### config.mk
export PLATFORM = sky130hd
export DESIGN_NAME = mmio_uart_tx_flat
export DESIGN_NICKNAME = d
export VERILOG_FILES = /design/src/rtl/mmio_pkg.sv /design/src/rtl/mmio_uart_tx_if.sv /design/src/rtl/mmio_uart_tx_sync_fifo.sv /design/src/rtl/mmio_uart_tx.sv /design/src/flat_wrapper.sv
export SDC_FILE = /design/constraint.sdc
export NUM_CORES = 1
export LEC_CHECK = 0
export ABC_AREA = 0
export BUFFER_PORTS_ARGS = -buffer_cell sky130_fd_sc_hd__buf_2
export CAP_MARGIN = 20
export CORE_MARGIN = 5
export CORE_UTILIZATION = 55
export CTS_CLUSTER_SIZE = 12
export DETAILED_ROUTE_END_ITERATION = 8
export PLACE_DENSITY_LB_ADDON = 0.1
export SLEW_MARGIN = 20
export SYNTH_ARGS = -nofsm -noshare
export SYNTH_HDL_FRONTEND = slang
export SYNTH_HIERARCHICAL = 1
export SYNTH_SLANG_ARGS = --single-unit
### constraint.sdc
create_clock -name clk -period 3.2 [get_ports clk]
set_input_delay 0.32 -clock clk [delete_from_list [all_inputs] [get_ports clk]]
set_output_delay 0.32 -clock clk [all_outputs]
set_load 0.01 [all_outputs]
### src/rtl/mmio_pkg.sv
// Shared constants and types for the memory-mapped UART transmitter.
// Default store/status addresses, status bit positions and FSM state encoding.
package mmio_pkg;

    localparam logic [31:0] DEF_DATA_ADDR   = 32'h0000_F000;
    localparam logic [31:0] DEF_STATUS_ADDR = 32'h0000_F004;

    localparam int ST_EMPTY  = 0;
    localparam int ST_FULL   = 1;
    localparam int ST_OVF    = 2;
    localparam int ST_ACTIVE = 3;

    typedef enum logic [2:0] {
        IDLE,
        START,
        DATA,
        PARITY,
        STOP
    } uart_state_t;

endpackage

### src/rtl/mmio_uart_tx_if.sv
// Core data-memory store/load bus as seen by memory-mapped peripherals.
// The core drives the master side; peripherals such as the UART use the slave side.
interface mmio_uart_tx_if;

    logic        MemWrite;
    logic [31:0] DataAdr;
    logic [31:0] WriteData;
    logic [31:0] ReadData;

    modport master (
        output MemWrite,
        output DataAdr,
        output WriteData,
        input  ReadData
    );

    modport slave (
        input  MemWrite,
        input  DataAdr,
        input  WriteData,
        output ReadData
    );

endinterface

### src/rtl/mmio_uart_tx_sync_fifo.sv
// Single-clock byte FIFO with occupancy count.
// Accepts a push while full only when a pop happens in the same cycle.
module sync_fifo #(
    parameter int WIDTH = 8,
    parameter int DEPTH = 8
) (
    input  logic                       clk,
    input  logic                       reset,
    input  logic                       push_i,
    input  logic                       pop_i,
    input  logic [WIDTH-1:0]           din_i,
    output logic [WIDTH-1:0]           dout_o,
    output logic                       full_o,
    output logic                       empty_o,
    output logic [$clog2(DEPTH+1)-1:0] count_o
);

    localparam int AW = $clog2(DEPTH);
    localparam int CW = $clog2(DEPTH + 1);

    logic [WIDTH-1:0] mem [DEPTH];
    logic [AW-1:0]    wptr_q;
    logic [AW-1:0]    rptr_q;
    logic [CW-1:0]    count_q;
    logic             push_ok;
    logic             pop_ok;

    assign full_o  = (count_q == CW'(DEPTH));
    assign empty_o = (count_q == '0);
    assign count_o = count_q;
    assign dout_o  = mem[rptr_q];
    assign pop_ok  = pop_i && !empty_o;
    assign push_ok = push_i && (!full_o || pop_ok);

    // Storage array write port.
    always_ff @(posedge clk) begin
        if (push_ok) begin
            mem[wptr_q] <= din_i;
        end
    end

    // Pointer and occupancy bookkeeping; pointers wrap by power-of-two width.
    always_ff @(posedge clk or posedge reset) begin
        if (reset) begin
            wptr_q  <= '0;
            rptr_q  <= '0;
            count_q <= '0;
        end else begin
            if (push_ok) begin
                wptr_q <= wptr_q + AW'(1);
            end
            if (pop_ok) begin
                rptr_q <= rptr_q + AW'(1);
            end
            if (push_ok && !pop_ok) begin
                count_q <= count_q + CW'(1);
            end else if (pop_ok && !push_ok) begin
                count_q <= count_q - CW'(1);
            end
        end
    end

endmodule

### src/rtl/mmio_uart_tx.sv
// Memory-mapped UART transmitter: stores to DATA_ADDR are queued and sent as 8N1.
// Defining MMIO_UART_TX_PARITY_EN adds an even-parity bit (8E1 frames).
module mmio_uart_tx
    import mmio_pkg::*;
#(
    parameter logic [31:0] DATA_ADDR    = DEF_DATA_ADDR,
    parameter logic [31:0] STATUS_ADDR  = DEF_STATUS_ADDR,
    parameter int          CLKS_PER_BIT = 868,
    parameter int          FIFO_DEPTH   = 8
) (
    input  logic           clk,
    input  logic           reset,
    mmio_uart_tx_if.slave  bus,
    output logic           tx,
    output logic           busy
);

    localparam int CW  = $clog2(CLKS_PER_BIT);
    localparam int FCW = $clog2(FIFO_DEPTH + 1);
    localparam logic [CW-1:0] CNT_LAST = CW'(CLKS_PER_BIT - 1);

    uart_state_t    state_q;
    logic [CW-1:0]  cnt_q;
    logic [2:0]     bit_q;
    logic [7:0]     shift_q;
    logic           tx_q;
    logic           ovf_q;
    logic           ovf_d;
`ifdef MMIO_UART_TX_PARITY_EN
    logic           par_q;
`endif

    logic           wr_data;
    logic           wr_stat;
    logic           f_pop;
    logic           f_full;
    logic           f_empty;
    logic [7:0]     f_dout;
    logic [FCW-1:0] f_count;
    logic           cnt_last;
    logic [31:0]    status;
    logic           unused_ok;

    assign wr_data  = bus.MemWrite && (bus.DataAdr == DATA_ADDR);
    assign wr_stat  = bus.MemWrite && (bus.DataAdr == STATUS_ADDR);
    assign f_pop    = (state_q == IDLE) && !f_empty;
    assign cnt_last = (cnt_q == CNT_LAST);

    sync_fifo #(
        .WIDTH (8),
        .DEPTH (FIFO_DEPTH)
    ) u_fifo (
        .clk     (clk),
        .reset   (reset),
        .push_i  (wr_data),
        .pop_i   (f_pop),
        .din_i   (bus.WriteData[7:0]),
        .dout_o  (f_dout),
        .full_o  (f_full),
        .empty_o (f_empty),
        .count_o (f_count)
    );

    // Sticky overflow: set by a dropped push, clear has priority.
    always_comb begin
        ovf_d = ovf_q;
        if (wr_data && f_full && !f_pop) begin
            ovf_d = 1'b1;
        end
        if (wr_stat && bus.WriteData[ST_OVF]) begin
            ovf_d = 1'b0;
        end
    end

    // Overflow flag register.
    always_ff @(posedge clk or posedge reset) begin
        if (reset) begin
            ovf_q <= 1'b0;
        end else begin
            ovf_q <= ovf_d;
        end
    end

    // Serializer: tx_q is loaded with the level of the state being entered.
    always_ff @(posedge clk or posedge reset) begin
        if (reset) begin
            state_q <= IDLE;
            cnt_q   <= '0;
            bit_q   <= '0;
            shift_q <= '0;
            tx_q    <= 1'b1;
`ifdef MMIO_UART_TX_PARITY_EN
            par_q   <= 1'b0;
`endif
        end else begin
            if (state_q != IDLE) begin
                cnt_q <= cnt_last ? '0 : cnt_q + CW'(1);
            end
            case (state_q)
                IDLE: begin
                    if (!f_empty) begin
                        shift_q <= f_dout;
`ifdef MMIO_UART_TX_PARITY_EN
                        par_q   <= ^f_dout;
`endif
                        cnt_q   <= '0;
                        state_q <= START;
                        tx_q    <= 1'b0;
                    end
                end
                START: begin
                    if (cnt_last) begin
                        bit_q   <= '0;
                        state_q <= DATA;
                        tx_q    <= shift_q[0];
                    end
                end
                DATA: begin
                    if (cnt_last) begin
                        if (bit_q == 3'd7) begin
`ifdef MMIO_UART_TX_PARITY_EN
                            state_q <= PARITY;
                            tx_q    <= par_q;
`else
                            state_q <= STOP;
                            tx_q    <= 1'b1;
`endif
                        end else begin
                            bit_q   <= bit_q + 3'd1;
                            shift_q <= {1'b0, shift_q[7:1]};
                            tx_q    <= shift_q[1];
                        end
                    end
                end
                PARITY: begin
`ifdef MMIO_UART_TX_PARITY_EN
                    if (cnt_last) begin
                        state_q <= STOP;
                        tx_q    <= 1'b1;
                    end
`else
                    state_q <= IDLE;
                    tx_q    <= 1'b1;
`endif
                end
                STOP: begin
                    if (cnt_last) begin
                        state_q <= IDLE;
                        tx_q    <= 1'b1;
                    end
                end
                default: begin
                    state_q <= IDLE;
                    tx_q    <= 1'b1;
                end
            endcase
        end
    end

    // Status word assembly.
    always_comb begin
        status            = '0;
        status[ST_EMPTY]  = f_empty;
        status[ST_FULL]   = f_full;
        status[ST_OVF]    = ovf_q;
        status[ST_ACTIVE] = (state_q != IDLE);
    end

    assign bus.ReadData = (bus.DataAdr == STATUS_ADDR) ? status : 32'h0;
    assign tx           = tx_q;
    assign busy         = (state_q != IDLE) || !f_empty;
    assign unused_ok    = &{1'b0, bus.WriteData[31:8], f_count};

endmodule

### src/flat_wrapper.sv
// flat-port wrapper written by rule: the top's interface ports become plain ports
module mmio_uart_tx_flat import mmio_pkg::*;
#(
    parameter logic [31:0] DATA_ADDR    = DEF_DATA_ADDR,
    parameter logic [31:0] STATUS_ADDR  = DEF_STATUS_ADDR,
    parameter int          CLKS_PER_BIT = 868,
    parameter int          FIFO_DEPTH   = 8
)
  (clk, reset, tx, busy, bus_MemWrite, bus_DataAdr, bus_WriteData, bus_ReadData);
  mmio_uart_tx_if bus_i ();
  input  logic clk;
  input  logic reset;
  output logic tx;
  output logic busy;
  input wire logic [$bits(bus_i.MemWrite)-1:0] bus_MemWrite;
  input wire logic [$bits(bus_i.DataAdr)-1:0] bus_DataAdr;
  input wire logic [$bits(bus_i.WriteData)-1:0] bus_WriteData;
  output wire logic [$bits(bus_i.ReadData)-1:0] bus_ReadData;
  assign bus_i.MemWrite = bus_MemWrite;
  assign bus_i.DataAdr = bus_DataAdr;
  assign bus_i.WriteData = bus_WriteData;
  assign bus_ReadData = bus_i.ReadData;
  mmio_uart_tx #(.DATA_ADDR(DATA_ADDR), .STATUS_ADDR(STATUS_ADDR), .CLKS_PER_BIT(CLKS_PER_BIT), .FIFO_DEPTH(FIFO_DEPTH)) u_core (.clk(clk), .reset(reset), .bus(bus_i), .tx(tx), .busy(busy));
endmodule
==> results by group <==
Synth
  • Post-synthesis cell type count: 57
  • Post-synth EDFFs: 64
  • Mapped Area: 4840 um2
  • Synthesis Warnings: 6
  • Sequential cell area fraction in the yosys report: 0.584
  • Synth async-reset ratio: 0.360
  • Most common flop cell mapped by yosys: edfxtp_1
  • Avg Inst Size Synth: roughly 14 um2
  • #FFs+latches synth: 100
  • Post-Syn Instances: 337

Clock tree
  • Clk root buf: clkbuf_8
  • TritonCTS clock tree: yes
  • CTS Buf Count: 9
  • Clock Latency Late Sink: 0.37 ns
  • Postcts setup bufs: 0
  • Clk sink count: 100
  • Clk pin slew, worst setup/hold paths: 0.11 ns
  • CTS max path bufs: 2
  • H-tree depth: 3

Timing
  • Fin Setup TNS: 0 ns
  • Final setup violation count: 0
  • Post-layout min period: 2.98 ns
  • Slew HR: 0.475
  • Final Skew: 0.0166 ns
  • Final Cycle Share: 0.931
  • Setup WS post-layout: roughly 0.22 ns
  • RSZ-0062 raised after global routing: false
  • Slew Viols, Final: 0
  • Final Hold Vio Count: 0
  • Slew @ Worst Pin: 0.788 ns
  • FMAX: 336 MHz

Worst setup path
  • RR Endpoint: u_core/u_fifo/count_o[3]$_DFFE_PP0P_
  • Startpoint Class: flop
  • CP Class: flop to flop
  • CP cell instances: nor4_1, buf_4, or4_1, inv_1, o41ai_2, ha_1, inv_1, ha_1, or4_1, nand3_1, o211ai_1
  • Critical Path Fanout Max: 6
  • Worst path required time: 3.46 ns
  • Arrival time worst endpoint: 3.24 ns
  • R2r setup slk: 0.22 ns
  • Worst setup EP type: flop
  • RR Startpoint: u_core/u_fifo/count_o[1]$_DFFE_PP0P_
  • Worst R2R Path Depth: 11
  • Critical path buffer and inverter count: 3
  • Delay-heaviest family, CP: simple AND/OR/NAND/NOR gates
  • Max stage delay on crit path: roughly 0.51 ns
  • Critical path's slowest cell: or4_1

Power and ir drop
  • Peak supply drop: about 0.26 mV
  • PD cells: 407 nW/um2
  • Leak: 2.16 nW
  • Tot Pwr: ~2.2 mW

Die
  • Die area: roughly 11,000 um2
  • Core area: 8640 um2
  • Io pins: approximately 100
  • Die H: 104 um
  • Initial core utilization: 0.560
  • Row count: 34
  • Die Span X: 104 um

Finish
  • Utilization after layout: 0.627
  • Non-Filler Instances: 521
  • Most common cell after layout, fill and taps aside: edfxtp_1
  • Commonest non-fill, non-tap cells in the layout: edfxtp_1, buf_2, dfrtp_1
  • NumNets Final: 484
  • Diode count: 0
  • Fraction of layout cells with a size suffix above 1: 0.339
  • Layout area overhead: 12.0%

Hold path
  • Worst hold start: bus_DataAdr[2]
  • Hold path endpoint: u_core/ovf_q$_DFFE_PP0P_
  • Worst Hold Depth: 2
  • Hold Crit Class: input pin to flop

Placed design
  • I/O Buffers: 48
  • Hpwl dp: 6130 um
  • # placed instances: 504
  • Post-Place Worst Slack: ~0.072 ns
  • RePlAce Congestion: 0.775

Status
  • Status: finished clean

Global routing
  • Largest net degree at the start of global routing: 27
  • Initial antenna violation count: 0
  • Vias in the first global route: 2,861
  • First-pass GRT wire length: between 10,000 and 15,000 um
  • Tot GR Track Use: 0.172
  • GRT overflow: 0

Routing
  • DRT antenna net count: 0
  • Post-DR wirelength/cell: 17.1 um
  • Drt total wl: 8900 um
  • DRC: 0
  • Iter 0 DRT Violations: 142
  • DR vias: about 2,900
  • Via density: about 5.5
  • Pre-antenna DRT Iters: 4

Run
  • Max-cap violations: 0
## cell families after synthesis
logic type,synth area share
AOI/OAI and AO/OA,0.0595
xor gates and xnor gates,0.0145
adders and majority gates,0.0248
buffers and inverters,0.0654
DFF,0.584
muxes,0.149
other,0.000775
and+or+nand+nor,0.103
## per-stage QoR
step           instance area (um2)  hold slack, ns
3_5_place_dp                  5220           0.350
5_1_grt                       5420           0.193
6_report                      5420           0.210
3_3_place_gp                  5220           0.339
2_1_floorplan                 4940           0.160
4_1_cts                       5420           0.194
## metal layers
| layer | global-route usage | vias up | share of wire |
|---|---|---|---|
| li1 | - | 1379 | - |
| met1 | 0.233 | 1407 | 0.45 |
| met2 | 0.276 | 56 | 0.50 |
| met3 | 0.0435 | 10 | 0.038 |
| met4 | 0.0472 | 0 | 0.013 |
| met5 | 0 | - | 0 |
## final cells by class
cell class | instances | area (um2)
fill | 666 | 3220
timing repair buffer | 72 | 423
clock inverter | 7 | 67.6
inverter | 12 | 45.0
tap | 108 | 135
sequential | 100 | 2820
clock buffer | 9 | 124
multi-input combinational | 213 | 1800
## sequential cells by signal (all words and copies together) (netlist names)
name and count:
u_core/u_fifo/count_o 4, u_core/u_fifo/mem 64, u_core/state_q 3, u_core/tx 1
u_core/u_fifo/wptr_q 3, u_core/shift_q 8, u_core/u_fifo/rptr_q 3, u_core/ovf_q 1
u_core/bit_q 3, u_core/cnt_q 10
## how the worst max path moves through the flow
stage	slack, ns	start	cells after the start	end
2_1_floorplan	0.07	bus_DataAdr[8]	12	u_core/u_fifo/count_o[3]$_DFFE_PP0P_
3_3_place_gp	0.1	bus_DataAdr[8]	14	u_core/u_fifo/count_o[3]$_DFFE_PP0P_
3_5_place_dp	0.07	bus_DataAdr[8]	15	u_core/u_fifo/count_o[3]$_DFFE_PP0P_
4_1_cts	0.18	u_core/u_fifo/count_o[1]$_DFFE_PP0P_	11	u_core/u_fifo/count_o[3]$_DFFE_PP0P_
5_1_grt	0.05	u_core/u_fifo/count_o[1]$_DFFE_PP0P_	11	u_core/u_fifo/count_o[3]$_DFFE_PP0P_
6_report	0.22	u_core/u_fifo/count_o[1]$_DFFE_PP0P_	11	u_core/u_fifo/count_o[3]$_DFFE_PP0P_
## synth_stat cells (8+ instances only)
| cell type | number | area, um2 |
|---|---|---|
| edfxtp_1 | 64 | 1920 |
| dfrtp_1 | 35 | 876 |
| buf_4 | 28 | 210 |
| mux2_2 | 25 | 282 |
| mux4_2 | 16 | 360 |
| inv_1 | 10 | 37.5 |
| nand2_1 | 10 | 37.5 |
| and3_1 | 9 | 56.3 |
| nand3_1 | 9 | 45.0 |
| nor2_1 | 9 | 33.8 |
| a21oi_1 | 8 | 40.0 |
| a31oi_1 | 8 | 50.1 |
| ha_1 | 8 | 100 |
| nor3_1 | 8 | 40.0 |
## where the power goes
| part | leakage, nW | internal [mW] | switching (mW) |
|---|---|---|---|
| clock | 0.0941 | 0.302 | 0.465 |
| combinational | 1.05 | 0.0205 | 0.0410 |
| sequential | 1.02 | 1.37 | 0.00000000151 |
## timing repair
item / in CTS / in global routing
hold buffers: 1 / 0
resized for setup: 0 / 0
hold endpoints to repair: 10 / 0
(Power assumes the default switching activity.)
